### src/rtl/jtgng_snd_pkg.sv
// Shared definitions for the main-CPU sound command queue.
//   cmdq_state_e : command FSM states (IDLE waits for a queued byte,
//                  HOLD keeps the current byte on the sound latch)
//   HOLD_CW      : width of the V32-fall hold counter
package jtgng_snd_pkg;

  typedef enum logic {
    CMDQ_IDLE = 1'b0,
    CMDQ_HOLD = 1'b1
  } cmdq_state_e;

  localparam int unsigned HOLD_CW = 4;

endpackage : jtgng_snd_pkg

### src/rtl/jtgng_snd_fifo.sv
// Synchronous first-word-fall-through byte FIFO for the sound command queue.
//   clk, rst_n : clock, synchronous active-low reset
//   flush      : empties the FIFO (pointers and level to zero), wins over push/pop
//   push, din  : write din at the tail; ignored while full
//   pop        : advance the head; ignored while empty
//   dout       : head entry, valid whenever empty is low
//   level      : occupancy 0..2^AW; full/empty decoded from it
module jtgng_snd_fifo #(
  parameter int AW = 3
) (
  input  logic          clk,
  input  logic          rst_n,
  input  logic          flush,
  input  logic          push,
  input  logic          pop,
  input  logic [7:0]    din,
  output logic [7:0]    dout,
  output logic [AW:0]   level,
  output logic          full,
  output logic          empty
);

  localparam int          DEPTH    = 1 << AW;
  localparam logic [AW:0] FULL_LVL = (AW+1)'(DEPTH);

  logic [7:0]    mem_q [DEPTH];
  logic [AW-1:0] wr_ptr_q, wr_ptr_d;
  logic [AW-1:0] rd_ptr_q, rd_ptr_d;
  logic [AW:0]   level_q,  level_d;
  logic          do_push,  do_pop;

  assign full    = (level_q == FULL_LVL);
  assign empty   = (level_q == '0);
  assign level   = level_q;
  assign dout    = mem_q[rd_ptr_q];
  assign do_push = push && !full && !flush;
  assign do_pop  = pop  && !empty && !flush;

  // NOTE: every variable gets its default at the top of the block, so no
  // path through the branches below can leave one unassigned (no latch).
  always_comb begin
    wr_ptr_d = wr_ptr_q;
    rd_ptr_d = rd_ptr_q;
    level_d  = level_q;
    if (flush) begin
      wr_ptr_d = '0;
      rd_ptr_d = '0;
      level_d  = '0;
    end else begin
      if (do_push) wr_ptr_d = wr_ptr_q + AW'(1);
      if (do_pop)  rd_ptr_d = rd_ptr_q + AW'(1);
      case ({do_push, do_pop})
        2'b10:   level_d = level_q + (AW+1)'(1);
        2'b01:   level_d = level_q - (AW+1)'(1);
        default: level_d = level_q;   // idle, or push and pop cancel out
      endcase
    end
  end

  // NOTE: state registers use non-blocking assignments so every flop
  // samples the pre-edge values regardless of statement order.
  always_ff @(posedge clk) begin
    if (!rst_n) begin
      wr_ptr_q <= '0;
      rd_ptr_q <= '0;
      level_q  <= '0;
    end else begin
      wr_ptr_q <= wr_ptr_d;
      rd_ptr_q <= rd_ptr_d;
      level_q  <= level_d;
    end
  end

  // NOTE: the storage array is deliberately not reset; an entry is only
  // read after it has been written, and leaving it reset-free lets it map
  // onto plain RAM/register files.
  always_ff @(posedge clk) begin
    if (do_push) mem_q[wr_ptr_q] <= din;
  end

endmodule : jtgng_snd_fifo

### src/rtl/jtgng_snd_cmdq.sv
// Main-CPU-side sound command transmitter.
// Bytes written by the main CPU are queued and shown one at a time on
// snd_latch, each held for HOLD falling edges of V32 (the sound INT source)
// so the sound Z80 services every command even during write bursts.
//   clk, rst_n          : 24 MHz clock, synchronous active-low reset
//   cen3, V32           : 3 MHz enable and the line-count bit sampled on it
//   cpu_dout            : main CPU write data
//   latch_wr            : push cpu_dout into the queue
//   sres_wr             : load sres_b from cpu_dout[0]
//   ovf_clr             : clear the sticky overflow flag
//   snd_latch, sres_b   : command byte and reset to the sound CPU
//   busy                : a command is being held
//   empty, full, level  : queue status
//   ovf                 : a write was dropped on a full queue
module jtgng_snd_cmdq
  import jtgng_snd_pkg::*;
#(
  parameter int AW        = 3,
  parameter int HOLD      = 2,
  parameter bit CLR_AFTER = 1'b0
) (
  input  logic          clk,
  input  logic          rst_n,
  input  logic          cen3,
  input  logic          V32,
  input  logic [7:0]    cpu_dout,
  input  logic          latch_wr,
  input  logic          sres_wr,
  input  logic          ovf_clr,
  output logic [7:0]    snd_latch,
  output logic          sres_b,
  output logic          busy,
  output logic          empty,
  output logic          full,
  output logic [AW:0]   level,
  output logic          ovf
);

  localparam logic [HOLD_CW-1:0] HOLD_INIT = HOLD_CW'(HOLD);

  cmdq_state_e        state_q,    state_d;
  logic [HOLD_CW-1:0] cnt_q,      cnt_d;
  logic [7:0]         latch_q,    latch_d;
  logic               sres_b_q,   sres_b_d;
  logic               ovf_q,      ovf_d;
  logic               last_v32_q, last_v32_d;

  logic               v32_fall;
  logic               fifo_push, fifo_pop, fifo_flush;
  logic [7:0]         fifo_dout;

  // V32 is only looked at on cen3 cycles, so activity between enables is
  // invisible to the hold counter.
  assign v32_fall   = cen3 && last_v32_q && !V32;

  // While the sound CPU is held in reset the queue is kept empty and
  // writes are discarded without touching ovf.
  assign fifo_flush = !sres_b_q;
  assign fifo_push  = latch_wr && sres_b_q;

  jtgng_snd_fifo #(.AW(AW)) u_fifo (
    .clk   (clk),
    .rst_n (rst_n),
    .flush (fifo_flush),
    .push  (fifo_push),
    .pop   (fifo_pop),
    .din   (cpu_dout),
    .dout  (fifo_dout),
    .level (level),
    .full  (full),
    .empty (empty)
  );

  always_comb begin
    state_d    = state_q;
    cnt_d      = cnt_q;
    latch_d    = latch_q;
    fifo_pop   = 1'b0;
    last_v32_d = cen3 ? V32 : last_v32_q;
    sres_b_d   = sres_wr ? cpu_dout[0] : sres_b_q;

    // A dropped write is judged on the pre-edge full flag, so a pop in the
    // same cycle does not rescue it; clearing wins over setting.
    ovf_d = ovf_q;
    if (ovf_clr)                          ovf_d = 1'b0;
    else if (latch_wr && sres_b_q && full) ovf_d = 1'b1;

    if (!sres_b_q) begin
      state_d = CMDQ_IDLE;
      cnt_d   = '0;
      latch_d = 8'h00;
    end else begin
      case (state_q)
        CMDQ_IDLE: begin
          if (!empty) begin
            fifo_pop = 1'b1;
            latch_d  = fifo_dout;
            cnt_d    = HOLD_INIT;
            state_d  = CMDQ_HOLD;
          end
        end
        CMDQ_HOLD: begin
          if (v32_fall) begin
            cnt_d = cnt_q - HOLD_CW'(1);
            if (cnt_q == HOLD_CW'(1)) begin
              state_d = CMDQ_IDLE;
              if (CLR_AFTER) latch_d = 8'h00;
            end
          end
        end
        default: state_d = CMDQ_IDLE;
      endcase
    end
  end

  always_ff @(posedge clk) begin
    if (!rst_n) begin
      state_q    <= CMDQ_IDLE;
      cnt_q      <= '0;
      latch_q    <= 8'h00;
      sres_b_q   <= 1'b0;
      ovf_q      <= 1'b0;
      last_v32_q <= 1'b0;
    end else begin
      state_q    <= state_d;
      cnt_q      <= cnt_d;
      latch_q    <= latch_d;
      sres_b_q   <= sres_b_d;
      ovf_q      <= ovf_d;
      last_v32_q <= last_v32_d;
    end
  end

  assign snd_latch = latch_q;
  assign sres_b    = sres_b_q;
  assign busy      = (state_q == CMDQ_HOLD);
  assign ovf       = ovf_q;

endmodule : jtgng_snd_cmdq
### config.mk
export PLATFORM = sky130hd
export DESIGN_NAME = jtgng_snd_cmdq
export DESIGN_NICKNAME = d
export VERILOG_FILES = /design/src/rtl/jtgng_snd_pkg.sv /design/src/rtl/jtgng_snd_fifo.sv /design/src/rtl/jtgng_snd_cmdq.sv
export SDC_FILE = /design/constraint.sdc
export NUM_CORES = 1
export LEC_CHECK = 0
export ABC_AREA = 1
export CAP_MARGIN = 10
export CORE_ASPECT_RATIO = 1.75
export CORE_MARGIN = 3
export CORE_UTILIZATION = 59
export CTS_BUF_LIST = sky130_fd_sc_hd__clkbuf_8
export DETAILED_ROUTE_END_ITERATION = 7
export DONT_BUFFER_PORTS = 1
export GPL_TIMING_DRIVEN = 0
export MAX_ROUTING_LAYER = met4
export PLACE_DENSITY = 0.78
export SLEW_MARGIN = 10
export SYNTH_ARGS = -nofsm -noshare
export SYNTH_HDL_FRONTEND = slang
export SYNTH_SLANG_ARGS = --single-unit
### constraint.sdc
create_clock -name clk -period 1.85 [get_ports clk]
set_input_delay 0.2775 -clock clk [delete_from_list [all_inputs] [get_ports clk]]
set_output_delay 0.2775 -clock clk [all_outputs]
set_load 0.01 [all_outputs]
==> run metrics <==
slowest CP cell=nor2_1; Leak=approximately 1.9 nW; sw power=around 760 uW; Cell Area, Synth=roughly 4000 sq um; RR Startpoint=sres_b; Critical Path Start=sres_b; DR pass1 iterations=7; Post-Syn Nets=~440; Tot Pwr=roughly 3.7 mW; power share of the combinational group=0.038; Post-Route WL=between 8000 and 9000 um; Layout Skew=a little over 0.009 ns; initial antenna violation count=0; HP Start=cpu_dout[0]; FF+latch count, synth=90; Flop pwr share=0.592; total global routing overflow=0; Int Pwr=2.905 mW; post-synthesis mux area share=0; synthesized area per cell=between 9 and 10 sq um; CP top delay family=simple AND/OR/NAND/NOR gates; die span in y=roughly 110 um; Setup crit end kind=flop; Max-Slew Margin vs Limit=0.4522; Fmax=527.3 MHz; worst vdd ir=0.0007127 V; CTS tree=yes; Ys Warns=0; critical path cell sequence=nand2_1 > inv_1 > nand3_1 > nor2_1; largest family of logic cells by synthesized area=simple AND/OR/NAND/NOR gates; sequential area share after synthesis=0.6123; worst-skew pair later-pin latency=0.37 ns; final worst path period share=1.025; via density per instance=around 5.4; WP data required=around 1.8 ns; clock group share of total power=0.370; pre-CTS WS=-0.3045 ns; n_diodes=0; Compound-Gate Fraction of Synth Area=0.04015; Setup TNS Final=-0.3639 ns; via count=2868; WP buf/inv=1; maximum fanout along the worst path=8; Die ar.=around 8000 sq um; routed len/inst=around 16 um; # setup viols final=9; Post-Route Utilization=0.7002; first-pass GRT wire length=roughly 14000 um; FILL cells=approximately 460; Final Max Tran Viols=0; Hold Crit Class=primary input to flop; clk sink count=90; largest net degree at the start of global routing=15; Synth Area in Adders=0.02698; post-route antenna net violation count=0; CTS Buf Count=9; clk buf depth=2; I/O Buffers=0; maxcap violations=0; global-route usage over all layers=0.2517; number of different library cells in the post-synthesis netlist=27; Top Ports=32; number of remaining DRC errors=0; Final #Nets=around 470; failing checks=setup timing; Cells after Synth=418; RSZ-0062 raised after global routing=true; Least-Margin Pin Slew=just over 0.8 ns; share of cells above drive strength 1=0.1366; Net Sw Frac=0.2075; dpl hpwl=5914 um; vias in the first global route=around 2800; Hold Fails Final Rpt=0; status=finished, violations left; Arr. time, crit path=between 1.5 and 2 ns; PD cells=800.7 nW/um^2; clk slew on worst S/H paths=0.08 ns; most frequent cells in the layout=115 x nand2_1, 69 x inv_1, 64 x edfxtp_1, 53 x nand3_1, 21 x dfxtp_1; H-tree levels=3; Syn-to-layout area delta=14.77%; row count=39; GP Congestion=roughly 0.81; Core Area=roughly 6500 sq um; Synth Area in XOR/XNOR=0.004391; Starting Density=0.6100; worst setup margin=-0.04654 ns; Setup CP Type=flop to flop; Max stage delay on crit path=about 0.69 ns; Tmin final=between 1.5 and 2 ns; most common cell after layout, fill and taps aside=nand2_1; 1st-iter DRT viols=216; critical path launch point type=flop; Synth Area in Simple Gates=0.2183; Die Wd=68.16 um; clk root buf=clkbuf_8
==> cell type report <==
class                           instances  area, sq um  share of cell area
Clock inverter                          5        51.30             0.01121
Timing Repair Buffer                   20        190.2             0.04154
Multi-Input combinational cell        241         1234              0.2695
Buffer                                 13        106.4             0.02323
Sequential cell                        90         2459              0.5370
Inverter                               74        284.0             0.06204
Tap cell                               82        102.6             0.02241
Clock buffer                           11        151.4             0.03307
==> sequential cells by signal (all words and copies together) (netlist names) <==
name,count
busy,1
cnt_q,4
last_v32_q,1
ovf,1
snd_latch,8
sres_b,1
u_fifo.level,4
u_fifo.mem_q,64
u_fifo.rd_ptr_q,3
u_fifo.wr_ptr_q,3
==> timing repair <==
item,CTS,global route
setup buffers,3,4
hold buffers,10,3
pin swaps,4,5
hold endpoints to repair,59,7
resized for setup,11,6
gates cloned,0,0
endpoints found under the setup margin,42,35
==> routing by layer <==
layer / GRT usage / up-vias / wire [um]
li1: - / 1406 / -
met4: 0.1421 / 0 / 287
met3: 0.06061 / 21 / 566
met1: 0.2580 / 1333 / 3034
met2: 0.4246 / 108 / 4781
met5: - / - / 0
==> power groups by stage <==
| stage | sequential [mW] | clock (mW) | combinational [mW] |
|---|---|---|---|
| floorplan | 2.22 | 0 | 0.0640 |
| global placement | 2.22 | 0 | 0.0815 |
| detailed placement | 2.22 | 0 | 0.0853 |
| CTS | 2.17 | 1.37 | 0.125 |
| global route | 2.17 | 1.43 | 0.154 |
| finish | 2.17 | 1.36 | 0.140 |
==> cells by family after synthesis <==
group           after synthesis
simple gates                199
flops                        90
buf+inv                      87
compound gates               32
fa+ha+maj                     8
xor+xnor                      2
==> Yosys cell counts <==
| master | number | area, sq um |
|---|---|---|
| a21oi_1 | 20 | 100.1 |
| buf_2 | 4 | 20.02 |
| buf_4 | 2 | 15.01 |
| buf_6 | 6 | 67.56 |
| clkbuf_1 | 1 | 3.750 |
| clkinv_1 | 1 | 3.750 |
| clkinv_2 | 1 | 5.000 |
| dfxtp_1 | 26 | 520.5 |
| edfxtp_1 | 64 | 1922 |
| fa_1 | 1 | 20.02 |
| ha_1 | 7 | 87.58 |
| inv_1 | 70 | 262.8 |
| inv_2 | 1 | 3.750 |
| inv_6 | 1 | 8.760 |
| nand2_1 | 116 | 435.4 |
| nand2_2 | 1 | 6.260 |
| nand2_4 | 1 | 11.26 |
| nand3_1 | 53 | 265.3 |
| nand3_2 | 2 | 20.02 |
| nor2_1 | 15 | 56.30 |
| nor2_4 | 2 | 22.52 |
| nor3_1 | 7 | 35.03 |
| nor3b_2 | 1 | 12.51 |
| o21ai_0 | 12 | 60.06 |
| or2_2 | 1 | 6.260 |
| xnor2_1 | 1 | 8.760 |
| xor2_1 | 1 | 8.760 |
==> final timing paths <==
path,end,slack [ns],cells after the start
worst max-delay path,u_fifo.mem_q[4][7],-0.05,4
worst min register to register,cnt_q[3],0.48,2
worst max register to register,u_fifo.mem_q[4][7],-0.05,4
worst min-delay path,sres_b,0.02,2
==> worst register-to-register path: stages (launching register included) <==
cell     delay [ns]
dfxtp_2        0.40
nand2_1        0.08
inv_1          0.12
nand3_1        0.23
nor2_1         0.69
==> stage by stage <==
step,std cells,hold slack [ns],instance area [sq um]
6_report,536,0.02295,4578
5_1_grt,536,0.02791,4578
4_1_cts,529,0.0005764,4486
3_5_place_dp,500,0.3660,4116
3_3_place_gp,500,0.3512,4111
2_1_floorplan,418,0.3499,4009
Power figures use the tool's default switching activity.
